<file path="src/rtl/numero_if.sv">
// Bundle of the digit-encoder inputs and decoded outputs of numero_decoder.
// master drives the encoder side; slave is the decoder.
interface numero_if;
  logic        d1, d2, d3, d4, d5;
  logic        ready;
  logic        clear;
  logic        A, B, C, D;
  logic        valid;
  logic        Ativa_vermelho;
  logic [15:0] value;
  logic [2:0]  count;
  logic        full;

  modport master (
    output d1, d2, d3, d4, d5, ready, clear,
    input  A, B, C, D, valid, Ativa_vermelho, value, count, full
  );

  modport slave (
    input  d1, d2, d3, d4, d5, ready, clear,
    output A, B, C, D, valid, Ativa_vermelho, value, count, full
  );
endinterface

</file>
<file path="src/rtl/numero_decoder.sv">
// Debounced decoder of a 5-bit display code into a BCD digit, with a
// four-digit history. States: IDLE wait ready edge | CHECK stability count |
// DECODE commit digit | HOLD wait ready low.
module numero_decoder #(
  parameter int STABLE_CYCLES = 2
) (
  input  logic     clock,
  input  logic     reset,
  numero_if.slave  bus
);

  localparam logic [2:0] STABLE = 3'(STABLE_CYCLES);

  typedef enum logic [1:0] {IDLE, CHECK, DECODE, HOLD} state_t;

  state_t      state_q, state_d;
  logic        ready_q;
  logic [4:0]  code_q;
  logic [2:0]  match_q;
  logic [3:0]  digit_q;
  logic        valid_q;
  logic        red_q;
  logic [15:0] value_q;
  logic [2:0]  count_q;

  logic [4:0]  code_in;
  logic        rise;
  logic        latch_code;
  logic        inc_match;
  logic        do_decode;
  logic        code_ok;
  logic [3:0]  code_digit;

  assign code_in = {bus.d5, bus.d4, bus.d3, bus.d2, bus.d1};
  assign rise    = bus.ready & ~ready_q;

  always_comb begin
    code_ok    = 1'b1;
    code_digit = 4'd0;
    case (code_q)
      5'b00000: code_digit = 4'd0;
      5'b10000: code_digit = 4'd1;
      5'b11000: code_digit = 4'd2;
      5'b11100: code_digit = 4'd3;
      5'b11110: code_digit = 4'd4;
      5'b11111: code_digit = 4'd5;
      5'b01111: code_digit = 4'd6;
      5'b00111: code_digit = 4'd7;
      5'b00011: code_digit = 4'd8;
      5'b00001: code_digit = 4'd9;
      default:  code_ok    = 1'b0;
    endcase
  end

  always_ff @(posedge clock) begin
    if (reset) state_q <= IDLE;
    else       state_q <= state_d;
  end

  always_comb begin
    state_d = state_q;
    case (state_q)
      IDLE:   if (rise) state_d = CHECK;
      CHECK: begin
        if (!bus.ready) state_d = IDLE;
        else if (code_in == code_q && match_q == STABLE) state_d = DECODE;
      end
      DECODE: state_d = HOLD;
      HOLD:   if (!bus.ready) state_d = IDLE;
      default: state_d = IDLE;
    endcase
  end

  // A mismatch in CHECK restarts the stability count on the new code.
  always_comb begin
    latch_code = 1'b0;
    inc_match  = 1'b0;
    do_decode  = 1'b0;
    case (state_q)
      IDLE:   latch_code = rise;
      CHECK: begin
        if (bus.ready) begin
          if (code_in != code_q) latch_code = 1'b1;
          else                   inc_match  = (match_q != STABLE);
        end
      end
      DECODE: do_decode = 1'b1;
      default: ;
    endcase
  end

  always_ff @(posedge clock) begin
    if (reset) begin
      ready_q <= 1'b1;
      code_q  <= '0;
      match_q <= '0;
      digit_q <= '0;
      valid_q <= 1'b0;
      red_q   <= 1'b0;
      value_q <= '0;
      count_q <= '0;
    end else begin
      ready_q <= bus.ready;
      valid_q <= 1'b0;
      if (latch_code) begin
        code_q  <= code_in;
        match_q <= '0;
      end else if (inc_match) begin
        match_q <= match_q + 3'd1;
      end
      if (do_decode) begin
        if (code_ok) begin
          digit_q <= code_digit;
          valid_q <= 1'b1;
          red_q   <= 1'b0;
        end else begin
          red_q   <= 1'b1;
        end
      end
      // clear wins over the shift but still keeps a digit decoded this cycle
      if (bus.clear) begin
        value_q <= (do_decode && code_ok) ? {12'h000, code_digit} : 16'h0000;
        count_q <= (do_decode && code_ok) ? 3'd1 : 3'd0;
      end else if (do_decode && code_ok) begin
        value_q <= {value_q[11:0], code_digit};
        count_q <= (count_q == 3'd4) ? 3'd4 : count_q + 3'd1;
      end
    end
  end

  assign {bus.A, bus.B, bus.C, bus.D} = digit_q;
  assign bus.valid          = valid_q;
  assign bus.Ativa_vermelho = red_q;
  assign bus.value          = value_q;
  assign bus.count          = count_q;
  assign bus.full           = (count_q == 3'd4);

endmodule
</file>
<file path="src/flat_wrapper.sv">
// flat-port wrapper written by rule: the top's interface ports become plain ports
module numero_decoder_flat 
#(
  parameter int STABLE_CYCLES = 2
)
  (clock, reset, bus_d1, bus_d2, bus_d3, bus_d4, bus_d5, bus_ready, bus_clear, bus_A, bus_B, bus_C, bus_D, bus_valid, bus_Ativa_vermelho, bus_value, bus_count, bus_full);
  numero_if bus_i ();
  input  logic clock;
  input  logic reset;
  input wire logic [$bits(bus_i.d1)-1:0] bus_d1;
  input wire logic [$bits(bus_i.d2)-1:0] bus_d2;
  input wire logic [$bits(bus_i.d3)-1:0] bus_d3;
  input wire logic [$bits(bus_i.d4)-1:0] bus_d4;
  input wire logic [$bits(bus_i.d5)-1:0] bus_d5;
  input wire logic [$bits(bus_i.ready)-1:0] bus_ready;
  input wire logic [$bits(bus_i.clear)-1:0] bus_clear;
  output wire logic [$bits(bus_i.A)-1:0] bus_A;
  output wire logic [$bits(bus_i.B)-1:0] bus_B;
  output wire logic [$bits(bus_i.C)-1:0] bus_C;
  output wire logic [$bits(bus_i.D)-1:0] bus_D;
  output wire logic [$bits(bus_i.valid)-1:0] bus_valid;
  output wire logic [$bits(bus_i.Ativa_vermelho)-1:0] bus_Ativa_vermelho;
  output wire logic [$bits(bus_i.value)-1:0] bus_value;
  output wire logic [$bits(bus_i.count)-1:0] bus_count;
  output wire logic [$bits(bus_i.full)-1:0] bus_full;
  assign bus_i.d1 = bus_d1;
  assign bus_i.d2 = bus_d2;
  assign bus_i.d3 = bus_d3;
  assign bus_i.d4 = bus_d4;
  assign bus_i.d5 = bus_d5;
  assign bus_i.ready = bus_ready;
  assign bus_i.clear = bus_clear;
  assign bus_A = bus_i.A;
  assign bus_B = bus_i.B;
  assign bus_C = bus_i.C;
  assign bus_D = bus_i.D;
  assign bus_valid = bus_i.valid;
  assign bus_Ativa_vermelho = bus_i.Ativa_vermelho;
  assign bus_value = bus_i.value;
  assign bus_count = bus_i.count;
  assign bus_full = bus_i.full;
  numero_decoder #(.STABLE_CYCLES(STABLE_CYCLES)) u_core (.clock(clock), .reset(reset), .bus(bus_i));
endmodule
</file>
<file path="config.mk">
export PLATFORM = sky130hd
export DESIGN_NAME = numero_decoder_flat
export DESIGN_NICKNAME = d
export VERILOG_FILES = /design/src/rtl/numero_if.sv /design/src/rtl/numero_decoder.sv /design/src/flat_wrapper.sv
export SDC_FILE = /design/constraint.sdc
export NUM_CORES = 1
export LEC_CHECK = 0
export BUFFER_PORTS_ARGS = -buffer_cell sky130_fd_sc_hd__buf_4
export CAP_MARGIN = 30
export CORE_ASPECT_RATIO = 0.7
export CORE_MARGIN = 10
export CORE_UTILIZATION = 60
export CTS_BUF_LIST = sky130_fd_sc_hd__clkbuf_8
export DETAILED_ROUTE_END_ITERATION = 12
export PLACE_DENSITY = 0.9
export SLEW_MARGIN = 20
export SYNTH_ARGS = -nofsm -noshare
export SYNTH_HDL_FRONTEND = slang
export SYNTH_SLANG_ARGS = --single-unit
export TNS_END_PERCENT = 5
</file>
<file path="constraint.sdc">
create_clock -name clock -period 2.9 [get_ports clock]
set_input_delay 0.145 -clock clock [delete_from_list [all_inputs] [get_ports clock]]
set_output_delay 0.145 -clock clock [all_outputs]
set_load 0.02 [all_outputs]
</file>
# ---- Word-level counts from Yosys, hierarchy flattened
# Cells that the tools add are included.
# Widths: inputs -> output; s select.
dict set report classes {
  n_shift 0
  n_eq_ne 20
  bitwise 3
  div 0
  n_reduce_logical 10
  multipliers 0
  n_addsub 2
  n_lt_le_gt_ge 0
  n_mux 23
}
# cell n
set op_table {}
lappend op_table {{$pmux 4 s9} 1}
lappend op_table {{$mux 16} 2}
lappend op_table {{$eq 5x5->1 const B} 5}
lappend op_table {{$mux 1} 10}
lappend op_table {{$reduce_or 10->1} 1}
lappend op_table {{$mux 3} 3}
lappend op_table {{$mux 2} 4}
lappend op_table {{$pmux 2 s4} 1}
lappend op_table {{$add 3x1->3 const B} 2}
lappend op_table {{$ne 3x2->1 const B} 2}
lappend op_table {{$eq 5x1->1 const B} 1}
lappend op_table {{$eq 5x2->1 const B} 1}
lappend op_table {{$eq 5x3->1 const B} 1}
lappend op_table {{$eq 5x4->1 const B} 1}
lappend op_table {{$eq 5x5->1} 1}
lappend op_table {{$logic_not 5->1} 1}
lappend op_table {{$ne 5x5->1} 1}
lappend op_table {{$eq 2x2->1 const B} 2}
lappend op_table {{$mux 4} 1}
lappend op_table {{$reduce_or 2->1} 2}
lappend op_table {{$eq 3x2->1 const B} 1}
lappend op_table {{$eq 3x3->1 const B} 1}
lappend op_table {{$reduce_and 3->1} 1}
lappend op_table {{$eq 2x1->1 const B} 1}
lappend op_table {{other kinds (9)} 11}
dict set report word_totals {
  ramBits 0
  out_inout_bits 26
  elab_cells 67
  mem_bits_ro 0
  in_bits 9
  reg_bits 36
  latch_bits 0
  n_memories 0
}

# ---- Depth between registers and ports, before layout
# Gate-level depths: netlist (run 1).
dict set report depth {
  ltp_word 6
  ltp_mapped 8
  mapped_depth_nobuf 7
}

# ---- Least setup slack after synthesis (run 1)
# Ideal clock, no wire load.
dict set report synth_path {
  path_kind {register to register}
  startpoint {register u_core.code_q[0]}
  endpoint {register u_core.count_q[1] (netlist: u_core.bus.count[1])}
  path_slack_ps 1318
  setup_time_ps 128
  arrival_ps 1454
  period_less_slack_ps 1582
  n_path_buf 2
  required_ps 2772
  path_stages_with_launch 8
  cell_sequence {dfxtp_1 -> inv_1 -> o221a_2 -> o21bai_1 -> buf_6 -> buf_6 -> mux2i_1 -> nor2_1}
}
dict set report synth_via {
  elab_chain_len 5
  word_cells_on_any_way 14
  classes_between {eq/ne (9); mux (1); reduce/logical (4)}
}
# item line
set synth_rtl {}
lappend synth_rtl {{start: declaration} numero_decoder.sv:18} ;# logic [4:0] code_q;
lappend synth_rtl {{start signal: assignment} numero_decoder.sv:106} ;# code_q <= code_in;
lappend synth_rtl {{$eq 5x5->1, or another cell as far along} numero_decoder.sv:40} ;# case (code_q)
lappend synth_rtl {{$reduce_or 10->1 (no line) (*)} --}
lappend synth_rtl {{$mux 1 (*)} numero_decoder.sv:40}
lappend synth_rtl {{$logic_and 1x1->1 (*)} numero_decoder.sv:124} ;# end else if (do_decode && code_ok) begin
lappend synth_rtl {{$reduce_bool 2->1 (no line) (*)} --}
lappend synth_rtl {{end signal: assignment} numero_decoder.sv:123} ;# count_q <= (do_decode && code_ok) ? 3'd1 : 3'd0;
lappend synth_rtl {{end signal: assignment} numero_decoder.sv:126} ;# count_q <= (count_q == 3'd4) ? 3'd4 : count_q + 3'd1;
lappend synth_rtl {{end: declaration} numero_decoder.sv:24} ;# logic [2:0] count_q;
# Mark *: on every way between the ends. The rest lies on a longest branch, timed or not.
# A chain may end at the register's enable or synchronous reset.

# ---- Worst setup path after layout (run 1)
dict set report layout_path {
  startpoint {register u_core.code_q[4]}
  endpoint {register u_core.value_q[3] (netlist: u_core.bus.value[3])}
}
dict set report layout_via {
  elab_chain_len 6
  word_cells_on_any_way 18
  classes_between {eq/ne (9); mux (5); reduce/logical (4)}
}
# item line
set layout_rtl {}
lappend layout_rtl {{$eq 5x5->1, or another cell as far along} numero_decoder.sv:40}
lappend layout_rtl {{$reduce_or 10->1 (no line)} --}
lappend layout_rtl {{$mux 1} numero_decoder.sv:40}
lappend layout_rtl {{$logic_and 1x1->1} {numero_decoder.sv:122, numero_decoder.sv:124}}
lappend layout_rtl {{$mux 4} numero_decoder.sv:122} ;# value_q <= (do_decode && code_ok) ? {12'h000, code_digit} : 16'h0000;
lappend layout_rtl {{$mux 16} numero_decoder.sv:121} ;# if (bus.clear) begin
lappend layout_rtl {{end signal: assignment} numero_decoder.sv:122}
lappend layout_rtl {{end signal: assignment} numero_decoder.sv:125} ;# value_q <= {value_q[11:0], code_digit};
lappend layout_rtl {{end: declaration} numero_decoder.sv:23} ;# logic [15:0] value_q;
# Parallel ways exist; a longest one is shown, timed or not. The select of a mux whose other input is x is not followed.

==> results of run 1 <==
## layout by cell type, fill, tap and decap left out
cell type / count
a31o_2: 1
nand3_1: 7
mux2i_1: 19
a31o_1: 1
nor3_1: 3
nor2_1: 30
dfxtp_1: 36
o311a_1: 1
o21ai_0: 3
xnor2_1: 7
a211oi_1: 2
o21a_1: 1
inv_1: 11
nor3_2: 1
nand2_1: 11
buf_4: 35
a21o_1: 1
or3_1: 1
ha_1: 4
a21oi_1: 8
xor2_1: 1
and2_1: 2
o21bai_2: 1
or2_2: 2
clkbuf_8: 7
o32ai_1: 1
nand2b_1: 3
a21boi_0: 1
nor2b_1: 2
nand2b_4: 1
o21bai_1: 1
a31oi_1: 1
o221a_2: 2
nand3b_1: 1
## report_power, final
group / leakage, nW / switching (mW) / internal, mW
sequential: 0.291 / 0.00779 / 0.499
combinational: 0.546 / 0.0296 / 0.0237
clock: 0.0503 / 0.167 / 0.211
## per-stage QoR
stage | cell area [sq um] | instances | utilization, %
final | 1950 | 243 | 77.5
after floorplan | 1610 | 176 | -
after global routing | 1950 | 243 | 77.5
after detailed placement | 1850 | 236 | 73.6
after global placement | 1850 | 236 | 73.6
after CTS | 1950 | 243 | 77.5
## kinds of logic (layout without fill, tap and decap cells)
family                   after synthesis  in the layout  synth area share, %
AND/OR/NAND/NOR                       64             64                 18.5
flip-flops                            36             36                 44.8
AO/OA/AOI/OAI                         25             25                 10.7
buffers and inverters                 20             53                 6.76
multiplexers                          19             19                 11.8
XOR/XNOR                               8              8                 4.35
adder cells (fa/ha/maj)                4              4                 3.11
## sequential cells by signal, summed over array words and instances (netlist names), named ones only
name	flops
u_core.bus.count	3
u_core.bus.valid	1
u_core.state_q	1
u_core.code_q	5
u_core.bus.Ativa_vermelho	1
u_core.bus.value	16
u_core.match_q	3
u_core.ready_q	1
u_core.digit_q	4
## area by class of cell
type | count | area (sq um)
Inverter | 11 | 41.3
Tap cell | 34 | 42.5
Clock buffer | 7 | 96.3
Multi-Input combinational cell | 120 | 785
Timing Repair Buffer | 35 | 263
Sequential cell | 36 | 721
Fill cell | 174 | 567
## metal layers
metal	share of wire (%)	vias up	GRT usage, %
met1	41	619	16.8
li1	-	653	-
met5	0	-	0
met2	47	59	22.3
met4	1.7	0	5.51
met3	9.9	9	7.08
## critical path: stages (launching register included)
cell,delay [ps]
dfxtp_1,510
nand2_1,100
a31o_1,250
o21bai_2,180
buf_4,240
or3_1,380
a21oi_1,150
## path summary, 6_finish.rpt
check / startpoint / to / slack [ps] / cells after the start
setup / recovery: u_core.code_q[4]$_SDFFE_PP0P_ / u_core.bus.value[3]$_SDFFE_PP0P_ / 1020 / 6
hold / removal: bus_ready / u_core.ready_q$_SDFF_PP1_ / 110 / 3
setup reg to reg: u_core.code_q[4]$_SDFFE_PP0P_ / u_core.bus.value[3]$_SDFFE_PP0P_ / 1020 / 6
hold reg to reg: u_core.bus.Ativa_vermelho$_SDFFE_PP0P_ / u_core.bus.Ativa_vermelho$_SDFFE_PP0P_ / 470 / 2
==> impl_metrics.toml, run 1 <==
[cts]
cts_setup_buffers = 0
clockBufferDepth = 2
cts-resized-gates = 0
cts_hold_buf = 0
cts_sinks = 36
cts_made_buffers = 5
clk_latency_ps = 280
htree_levels = 2
clk_pin_slew_ps = 70
cts_tree = "done"
cts-root-buf = "clkbuf_8"

[floorplanning]
die-area_sq_mm = 0.00519
io_pins = 35
die_w_microns = 81.9
coreArea_sq_mm = 0.00251
start_util_pct = 64.0
die_height_microns = 63.3
rows = 15

[synthesis]
synth.largest_area_cell = "dfxtp_1"
yosysMostFrequentCell = "dfxtp_1"
netlist_area_sq_mm = 0.00161
synth_edf_count = 0
seq_area_frac_synth_pct = 44.8
synthFlopType = "dfxtp_1"
synth.avg_cell_area_sq_um = 9.15
synthTopCellsByArea = "dfxtp_1 (45%), mux2i_1 (12%), nor2_1 (7.0%), xnor2_1 (3.8%), ha_1 (3.1%)"
synthTopCellsByCount = "dfxtp_1 (36), nor2_1 (30), mux2i_1 (19)"
async_flop_share_pct = 0
syn_nets = 189
synth_top_area_share_pct = 44.8
synth_cell_types = 34
syn_inst = 176
ys_warn_count = 0
ys_seq_elements = 36

[pwr]
peakVddDrop_uv = 324
finalPower_mw = 0.938
leakagePower_nw = 0.887
power.density_mw_per_mm2 = 481

[timing]
drv_slew = 0
final.setup.tns_ps = 0
fin_worst_skew_ps = 3.98
fin_hold_ws_ps = 107
tightest_slew_ps = 539
fin_crit_sh_pct = 65.0
hold_viol = 0
final.min_clock_period_ps = 1880
slew_headroom_pct = 63.9
setup_viol = 0
timing.final.ws_setup_ps = 1020
rsz0062_at_grt = "false"
max_clock_freq_ghz = 0.531

[drt]
drc = 0
vias_per_cell = 5.51
drt_iter0_drc = 82
ant_nets = 0
wl_per_cell_microns = 14.8
via_count = 1340
totalWireLength_microns = 3590
firstDrtPassIters = 4

[critical_path]
crit_arrival_ps = 2100
path_class = "reg -> reg"
start_kind = "flip-flop"
required_ps = 3110
cp-end-kind = "flip-flop"
cp_max_fo = 28

[global_routing]
antenna_found_initial = 0
track_usage_pct = 14.5
first_global_vias = 1329
gr-total-overflow = 0
grt_pass1_wl_microns = 6010
grt_max_degree = 29

[place]
dp_hpwl_microns = 2730
routabilityCongestion = 0.826
pre_cts_ws_ps = 1030
portBuffers = 34

[layout]
layout.nets = 222
area_delta_synth_final_pct = 21.0
layout-drive-gt1-share_pct = 23.9
num_antenna_cells = 0

[hold_path]
hold_class = "in -> reg"

[outcome]
outcome = "completed"

[flow_run]
drv_cap = 0
Power figures use the tool's default switching activity.
==> run 2: changes to the inputs <==
--- a/config.mk
+++ b/config.mk
@@ -9,10 +9,10 @@
 export CAP_MARGIN = 30
 export CORE_ASPECT_RATIO = 0.7
 export CORE_MARGIN = 10
-export CORE_UTILIZATION = 60
+export CORE_UTILIZATION = 55
 export CTS_BUF_LIST = sky130_fd_sc_hd__clkbuf_8
 export DETAILED_ROUTE_END_ITERATION = 12
-export PLACE_DENSITY = 0.9
+export PLACE_DENSITY = 0.84
 export SLEW_MARGIN = 20
 export SYNTH_ARGS = -nofsm -noshare
 export SYNTH_HDL_FRONTEND = slang
==> constraint.sdc (replaced) <==
create_clock -name clock -period 1.9 [get_ports clock]
set_input_delay 0.095 -clock clock [delete_from_list [all_inputs] [get_ports clock]]
set_output_delay 0.095 -clock clock [all_outputs]
set_load 0.02 [all_outputs]
==> run 2 against run 1 <==
Compared with the run above:
- combinational power grew 53%
- worst hold slack got worse by 51 ps
- global-route usage fell by 1.3 points
- critical path type unchanged
- largest cell class unchanged
- highest routed layer unchanged
==> impl_metrics.toml, run 2 (synthesis gave the netlist of run 1 again) <==
[cts]
htree_levels = 2
cts-root-buf = "clkbuf_8"
clockBufferDepth = 2
cts-resized-gates = 0
cts_setup_buffers = 0
cts_made_buffers = 5
clk_pin_slew_ps = 80
cts_tree = "done"
cts_hold_buf = 0
cts_sinks = 36
clk_latency_ps = 280

[layout]
layout.nets = 223
finalInstanceArea_sq_mm = 0.00196
layout-drive-gt1-share_pct = 25.6
seq_area_sq_um = 723
nFillCells = 208
final_common_cell = "buf_4"
multi_input_area_sq_um = 785
num_antenna_cells = 0
area_delta_synth_final_pct = 22.0
final_cell_mix = "buf_4 (35), dfxtp_1 (34), nor2_1 (30)"
largest_reg_flops = 16

[pwr]
power.density_mw_per_mm2 = 707
leakagePower_nw = 0.897
peakVddDrop_uv = 594

[drt]
firstDrtPassIters = 4
wl_per_cell_microns = 14.8
ant_nets = 0
via_count = 1305
drc = 0
totalWireLength_microns = 3660
vias_per_cell = 5.28
drt_iter0_drc = 96

[timing]
max_clock_freq_ghz = 0.561
slew_headroom_pct = 68.1
fin_crit_sh_pct = 93.9
tightest_slew_ps = 477
final.setup.tns_ps = 0
rsz0062_at_grt = "false"
fin_worst_skew_ps = 5.72
setup_viol = 0
final.min_clock_period_ps = 1780
hold_viol = 0
drv_slew = 0

[global_routing]
gr-total-overflow = 0
first_global_vias = 1313
grt_max_degree = 29
antenna_found_initial = 0
track_usage_pct = 13.2
grt_pass1_wl_microns = 6040

[critical_path]
start_kind = "flip-flop"
path_buf_inv = 1
path_class = "reg -> reg"
cpPeakStageDelay_ps = 510
cp-end-kind = "flip-flop"
critPathTopFamily = "compound AO/OA/AOI/OAI gates"
required_ps = 2120
cp_max_fo = 28
crit_arrival_ps = 2000
worst_path_max_delay_cell = "dfxtp_1"
crit_chain = "nand2b_4, a31o_1, o21bai_2, buf_12, or3_1, a21oi_1"

[hold_path]
hold_class = "in -> reg"

[floorplanning]
start_util_pct = 57.5
die_w_microns = 84.7
coreArea_sq_mm = 0.00280
die_height_microns = 65.3
rows = 16
die-area_sq_mm = 0.00553
io_pins = 35

[place]
routabilityCongestion = 0.747
portBuffers = 34
dpl_cell_area_sq_mm = 0.00187
dp_hpwl_microns = 2760

[outcome]
outcome = "completed"

[flow_run]
drv_cap = 0
==> run 2: cell types whose count changed in the layout (fill, tap and decap cells not counted) <==
cell      delta
buf_12       +1
clkinv_4     +1
dfxtp_2      +2
clkinv_2     +2
dfxtp_1      -2
clkbuf_8     -2
==> run 2: worst paths after layout <==
check / from / endpoint / slack (ps) / cells past startpoint
max: u_core.code_q[0]$_SDFFE_PP0P_ / u_core.digit_q[3]$_SDFFE_PP0P_ / 120 / 6
min: bus_d2 / u_core.code_q[1]$_SDFFE_PP0P_ / 60 / 3
max reg2reg: u_core.code_q[0]$_SDFFE_PP0P_ / u_core.digit_q[3]$_SDFFE_PP0P_ / 120 / 6
min reg2reg: u_core.bus.Ativa_vermelho$_SDFFE_PP0P_ / u_core.bus.Ativa_vermelho$_SDFFE_PP0P_ / 470 / 2
==> run 2: final cells by class <==
cell class,instances,area share (%)
well taps,36,2.29
flip-flops and latches,36,36.8
clock buffers,5,3.50
multi-input cells,120,39.9
repair buffers,36,14.4
clock inverters,3,0.955
inverters,11,2.10
==> run 2: metal layers <==
layer / track usage (%) / vias up / part of all wire (%)
li1: - / 653 / -
met1: 14.0 / 607 / 42
met2: 22.7 / 34 / 50
met3: 5.30 / 11 / 5.8
met4: 6.15 / 0 / 2.2
met5: 0 / - / 0
==> run 2: where the power goes <==
group          leakage (nW)  internal, mW  switching (mW)
Sequential            0.292         0.761          0.0120
Clock                0.0479         0.255           0.280
Combinational         0.558        0.0376          0.0439
==> run 2: worst register-to-register path: cells and delay by family (launching register included) <==
| family | cells | cell delay, ps |
|---|---|---|
| flip-flops | 1 | 510 |
| AO/OA/AOI/OAI | 3 | 590 |
| buffers and inverters | 1 | 180 |
| AND/OR/NAND/NOR | 2 | 440 |
==> run 2: per-stage QoR <==
| step | cells | power, mW | worst slack, ps | util [%] | hold slack (ps) |
|---|---|---|---|---|---|
| 3_5_place_dp | 239 | 0.870 | 128 | 66.9 | 343 |
| 4_1_cts | 247 | 1.39 | 103 | 70.0 | 50.4 |
| 3_3_place_gp | 239 | 0.866 | 233 | 66.9 | 328 |
| 2_1_floorplan | 176 | 0.844 | 318 | - | 222 |
| 6_report | 247 | 1.39 | 116 | 70.1 | 56.0 |
| 5_1_grt | 247 | 1.44 | 3.04 | 70.1 | 55.0 |
